File: src/rtl/uart_pkg.sv
// Shared types and defaults for the uart_ctrl transmit path.
// Imported by the transmit scheduler and its arbiter.
package uart_pkg;

    typedef enum logic [1:0] {
        IDLE  = 2'd0,
        ISSUE = 2'd1,
        WAIT  = 2'd2
    } uart_sched_state_e;

    localparam int UartNumReq    = 4;
    localparam int UartDataWidth = 8;

endpackage

File: src/rtl/uart_tx_sched_rr_arbiter.sv
// Combinational round-robin pick: first set request at or above ptr_i,
// wrapping past the top index back to 0.
module rr_arbiter #(
    parameter int NumReq = 4,
    parameter int PtrW   = $clog2(NumReq)
) (
    input  logic [NumReq-1:0] req_i,
    input  logic [PtrW-1:0]   ptr_i,
    output logic [NumReq-1:0] gnt_o,
    output logic [PtrW-1:0]   idx_o
);

    logic          found;
    logic [PtrW:0] sum;
    logic [PtrW-1:0] j;

    always_comb begin
        gnt_o = '0;
        idx_o = '0;
        found = 1'b0;
        sum   = '0;
        j     = '0;
        for (int i = 0; i < NumReq; i++) begin
            sum = {1'b0, ptr_i} + (PtrW+1)'(i);
            if (sum >= (PtrW+1)'(NumReq)) begin
                sum = sum - (PtrW+1)'(NumReq);
            end
            j = sum[PtrW-1:0];
            if (!found && req_i[j]) begin
                found    = 1'b1;
                gnt_o[j] = 1'b1;
                idx_o    = j;
            end
        end
    end

endmodule

File: src/rtl/uart_tx_sched.sv
// Shares one uart_tx among NumReq byte streams, locking the grant for a
// whole packet; a stall watchdog frees a grant whose owner goes quiet.
module uart_tx_sched
    import uart_pkg::*;
#(
    parameter int NumReq       = UartNumReq,
    parameter int DataWidth    = UartDataWidth,
    parameter int StallTimeout = 255
) (
    input  logic                             clk_i,
    input  logic                             rst_i,
    input  logic [NumReq-1:0]                req_valid_i,
    input  logic [NumReq-1:0][DataWidth-1:0] req_data_i,
    input  logic [NumReq-1:0]                req_last_i,
    output logic [NumReq-1:0]                req_ready_o,
    output logic [NumReq-1:0]                grant_o,
    output logic                             tx_start_o,
    output logic [DataWidth-1:0]             tx_data_o,
    input  logic                             tx_busy_i,
    input  logic                             tx_done_i,
    output logic                             stall_abort_o
);

    localparam int          PtrW      = $clog2(NumReq);
    localparam logic [15:0] StallLast = 16'(StallTimeout - 1);

    uart_sched_state_e state;

    logic [PtrW-1:0]   ptr;
    logic [PtrW-1:0]   gidx;
    logic [PtrW-1:0]   gidx_next;
    logic [PtrW-1:0]   arb_idx;
    logic [NumReq-1:0] arb_gnt;
    logic [15:0]       stall_cnt;
    logic              last_q;
    logic              hs;

    rr_arbiter #(
        .NumReq (NumReq),
        .PtrW   (PtrW)
    ) u_arb (
        .req_i (req_valid_i),
        .ptr_i (ptr),
        .gnt_o (arb_gnt),
        .idx_o (arb_idx)
    );

    assign req_ready_o = (state == ISSUE && !tx_busy_i)
                       ? (grant_o & req_valid_i) : '0;
    assign hs          = |req_ready_o;
    assign gidx_next   = (gidx == PtrW'(NumReq - 1)) ? '0 : gidx + 1'b1;

    always_ff @(posedge clk_i or posedge rst_i) begin
        if (rst_i) begin
            state         <= IDLE;
            ptr           <= '0;
            gidx          <= '0;
            grant_o       <= '0;
            tx_start_o    <= 1'b0;
            tx_data_o     <= '0;
            stall_abort_o <= 1'b0;
            stall_cnt     <= '0;
            last_q        <= 1'b0;
        end else begin
            tx_start_o    <= 1'b0;
            stall_abort_o <= 1'b0;
            unique case (state)
                IDLE: begin
                    if (|req_valid_i) begin
                        grant_o <= arb_gnt;
                        gidx    <= arb_idx;
                        state   <= ISSUE;
                    end
                end
                ISSUE: begin
                    if (hs) begin
                        tx_data_o  <= req_data_i[gidx];
                        last_q     <= req_last_i[gidx];
                        tx_start_o <= 1'b1;
                        stall_cnt  <= '0;
                        state      <= WAIT;
                    end else if (!tx_busy_i) begin
                        // Busy cycles are the transmitter's fault, not the owner's.
                        if (stall_cnt >= StallLast) begin
                            stall_abort_o <= 1'b1;
                            grant_o       <= '0;
                            ptr           <= gidx_next;
                            stall_cnt     <= '0;
                            state         <= IDLE;
                        end else if (stall_cnt != '1) begin
                            stall_cnt <= stall_cnt + 1'b1;
                        end
                    end
                end
                WAIT: begin
                    if (tx_done_i) begin
                        if (last_q) begin
                            grant_o <= '0;
                            ptr     <= gidx_next;
                            state   <= IDLE;
                        end else begin
                            state <= ISSUE;
                        end
                    end
                end
                default: state <= IDLE;
            endcase
        end
    end

endmodule

File: config.mk
export PLATFORM = sky130hd
export DESIGN_NAME = uart_tx_sched
export DESIGN_NICKNAME = d
export VERILOG_FILES = /design/src/rtl/uart_pkg.sv /design/src/rtl/uart_tx_sched_rr_arbiter.sv /design/src/rtl/uart_tx_sched.sv
export SDC_FILE = /design/constraint.sdc
export NUM_CORES = 1
export LEC_CHECK = 0
export ABC_AREA = 1
export CAP_MARGIN = 20
export CORE_AREA = 2 2 75 77
export CTS_CLUSTER_SIZE = 10
export DETAILED_ROUTE_END_ITERATION = 10
export DIE_AREA = 0 0 77 79
export PLACE_DENSITY = 0.88
export RECOVER_POWER = 100
export SYNTH_ARGS = -nofsm -noshare
export SYNTH_HDL_FRONTEND = slang
export SYNTH_HIERARCHICAL = 1
export SYNTH_SLANG_ARGS = --single-unit
File: constraint.sdc
create_clock -name clk_i -period 2.2 [get_ports clk_i]
set_input_delay 0.22 -clock clk_i [delete_from_list [all_inputs] [get_ports clk_i]]
set_output_delay 0.22 -clock clk_i [all_outputs]
set_load 0.05 [all_outputs]
==> run metrics, run 1 <==
status completed; Worst EP required 2.43 ns; Post-Synth Adder-Cell Area 5.92%; DRT Pass-1 Iters 5; Post-Route WL about 6200 um; simple-gate share of the synthesized area about 35%; Slew HR 39.8%; most common cell after layout, fill and taps aside nor2_1; routability cong. 0.911; Yosys warning count 6; initial detailed-routing violation count 110; via-per-instance ratio about 5.1; number of vias in the routed layout 2513; Layout area overhead 30.2%; Max-cap violations 0; largest net degree at the start of global routing 38; top cell type's share of synthesized area 36.5%; Critical Path AT roughly 2.3 ns; clk slew on worst S/H paths 0.08 ns; TritonCTS clock tree built; PwrDens 1290 nW/um2; Routed WL per cell roughly 12 um; minimum clock period 2.02 ns; Nets 477; VDD IR max about 0.56 mV; antenna violations before repair 0; fillers 483; Die ar. 6080 um2; Syn Inst Count 355; Crit Path Max Fanout 7; startpoint type of the worst setup path register; chip width slightly below 80 um; Die H a little under 80 um; leakage dissipation 1.58 nW; mux cell area share after synthesis 0%; Crit Reg-Reg Startpoint ptr[1]$_DFFE_PP0P_; Syn Area/Cell 7.14 um2; TNS Setup 0 ns; layout cells sized above 1 between 10% and 20%; max-slew violations 0; Hold EP grant_o[3]$_DFFE_PP0P_; syn nets 411; row cnt 27; global-route wire length before repair 10400 um; total grt overflow 0; port bufs 61; CTS Buf Count 5; Min-Delay Path Class register to register; final setup vio count 0; Starting Density a little under half; antenna-violating nets left 0; Antenna Cells 0; cell taking the most area after synthesis dfrtp_1; combinational family with the most area after synthesis simple AND/OR/NAND/NOR gates; fmax 0.495 GHz; Multi-input gate area 1390 um2; hold path cells 2; synthesized cell area 2530 um2; vias in the first global route around 2400; final critical-path share of the clock period 91.9%; Seq/Total Area, Yosys 36.5%; Reg2Reg Depth 12; XOR/XNOR share of the synthesized area 1.04%; Clock Skews 0.0124 ns; IO Count 62; RSZ-0062 raised after global routing false; Pwr Total 4.25 mW; Final Hold Fails 0; # DRC 0; core area 5340 um2; GRT Overall Usage 21.4%; RR Endpoint grant_o[1]$_DFFE_PP0P_; most frequent cells in the layout 78 x nor2_1, 58 x nand2_1, 42 x clkdlybuf4s50_1; Setup crit end kind register; Yosys reg bits 37; top post-synthesis cells by area dfrtp_1 37%, nor2_1 11%, nand2_1 8.4%, ha_1 5.9%, inv_1 5.2%; slew at the pin closest to its max-slew limit 0.903 ns; register area ~900 um2; worst setup path class register to register; Clock Latency Late Sink 0.30 ns; HPWL Detailed 4620 um; CTS Root Cell clkbuf_8; Hold Crit Start grant_o[3]$_DFFE_PP0P_; Clock Path Buffers 2; flop2flop setup slack roughly 0.18 ns; CTS sink cnt 37; CTS HTree Levels 2; Compound-Gate Fraction of Synth Area 12.8%; distinct cell type count after synthesis 32
==> through the flow <==
stage               cell area (um2)  worst slack [ns]  utilization (%)  hold WS [ns]  std cells
floorplan                      2530             0.316                -         0.400        355
global placement               3210             0.273             60.2         0.472        485
detailed placement             3210             0.181             60.2         0.486        485
CTS                            3300             0.157             61.9         0.333        493
global route                   3300            0.0110             61.8         0.531        494
finish                         3300             0.179             61.8         0.505        494
==> repair_timing <==
action | CTS | global route
hold buffers | 0 | 0
endpoints found under the setup margin | 0 | 4
resized for setup | 0 | 1
endpoints found under the hold margin | 0 | 0
buffers inserted | 0 | 1
==> layout make-up <==
class / count / share of cell area, %
repair buffers: 68 / 19.7
clock buffers: 5 / 2.09
well taps: 72 / 2.73
flip-flops and latches: 37 / 28.1
clock inverters: 3 / 0.683
inverters: 40 / 4.55
multi-input cells: 269 / 42.2
==> sequential cells by signal, summed over array words and instances (netlist names) <==
name and flops:
stall_cnt 16, tx_data_o 8, grant_o 4, gidx 2, ptr 2, state 2
last_q 1, stall_abort_o 1, tx_start_o 1
==> cells in the mapped netlist <==
cell / count
a31oi_1: 8
a21boi_0: 4
nor3_1: 1
nor2_4: 1
clkinv_1: 1
inv_2: 4
nand3b_1: 1
o21ai_0: 25
dfrtp_1: 37
nor2_1: 75
nand2_2: 13
clkbuf_1: 2
nand2_1: 57
a21oi_1: 15
buf_4: 1
nand2_4: 1
a21o_1: 2
a21boi_1: 1
o22ai_1: 1
o21bai_1: 1
ha_1: 12
a41oi_1: 1
nor3_2: 2
buf_6: 2
nand3_2: 2
nand4_1: 12
nand3_4: 1
nor2_2: 4
inv_1: 35
xor2_1: 3
buf_2: 4
nand3_1: 26
==> where the power goes <==
group / switching (mW) / internal (mW)
clock network: 0.260 / 0.225
logic: 1.76 / 0.938
registers: 0.174 / 0.892
total: 2.20 / 2.05
==> metal layers <==
metal | global-route usage [%] | wire length (um) | vias to the layer above
met1 | 26.3 | 2650 | 1142
met5 | 0 | 0 | -
met2 | 37.1 | 3110 | 72
met3 | 4.43 | 315 | 11
met4 | 8.39 | 96 | 0
li1 | - | - | 1288
==> worst max-delay path by stage <==
stage / startpoint / cells after the start / endpoint / slack (ns)
floorplan: state[1]$_DFFE_PP0P_ / 5 / req_ready_o[0] / 0.32
CTS: ptr[1]$_DFFE_PP0P_ / 12 / grant_o[1]$_DFFE_PP0P_ / 0.16
global route: ptr[1]$_DFFE_PP0P_ / 12 / grant_o[0]$_DFFE_PP0P_ / 0.01
finish: ptr[1]$_DFFE_PP0P_ / 12 / grant_o[1]$_DFFE_PP0P_ / 0.18
global placement: ptr[1]$_DFFE_PP0P_ / 12 / grant_o[3]$_DFFE_PP0P_ / 0.27
detailed placement: ptr[1]$_DFFE_PP0P_ / 12 / grant_o[1]$_DFFE_PP0P_ / 0.18
==> critical path: stages, from the launching register on <==
cell and delay (ns):
dfrtp_2 0.45, inv_2 0.09, ha_1 0.37, inv_1 0.10, nand3_1 0.09, nand2_1 0.07
nor2_2 0.25, a21oi_1 0.12, nand3_1 0.10, inv_1 0.04, nor2_1 0.08, nand4_1 0.09
nand2_1 0.09
==> kinds of logic (layout without fill, tap and decap cells) <==
group,after synthesis,in the layout
AOI/OAI and AO/OA,58,58
buffers and inverters,49,116
DFF,37,37
xor gates and xnor gates,3,3
and+or+nand+nor,196,196
adders and majority gates,12,12
No activity file was read; power rests on OpenSTA's default activity.
==> inputs of run 2 (changes only) <==
Settings changed: SKIP_CTS_REPAIR_TIMING set to 1.
==> results of run 2 <==
Same layout as run 1: the final DEF is identical, and so are final timing and power.
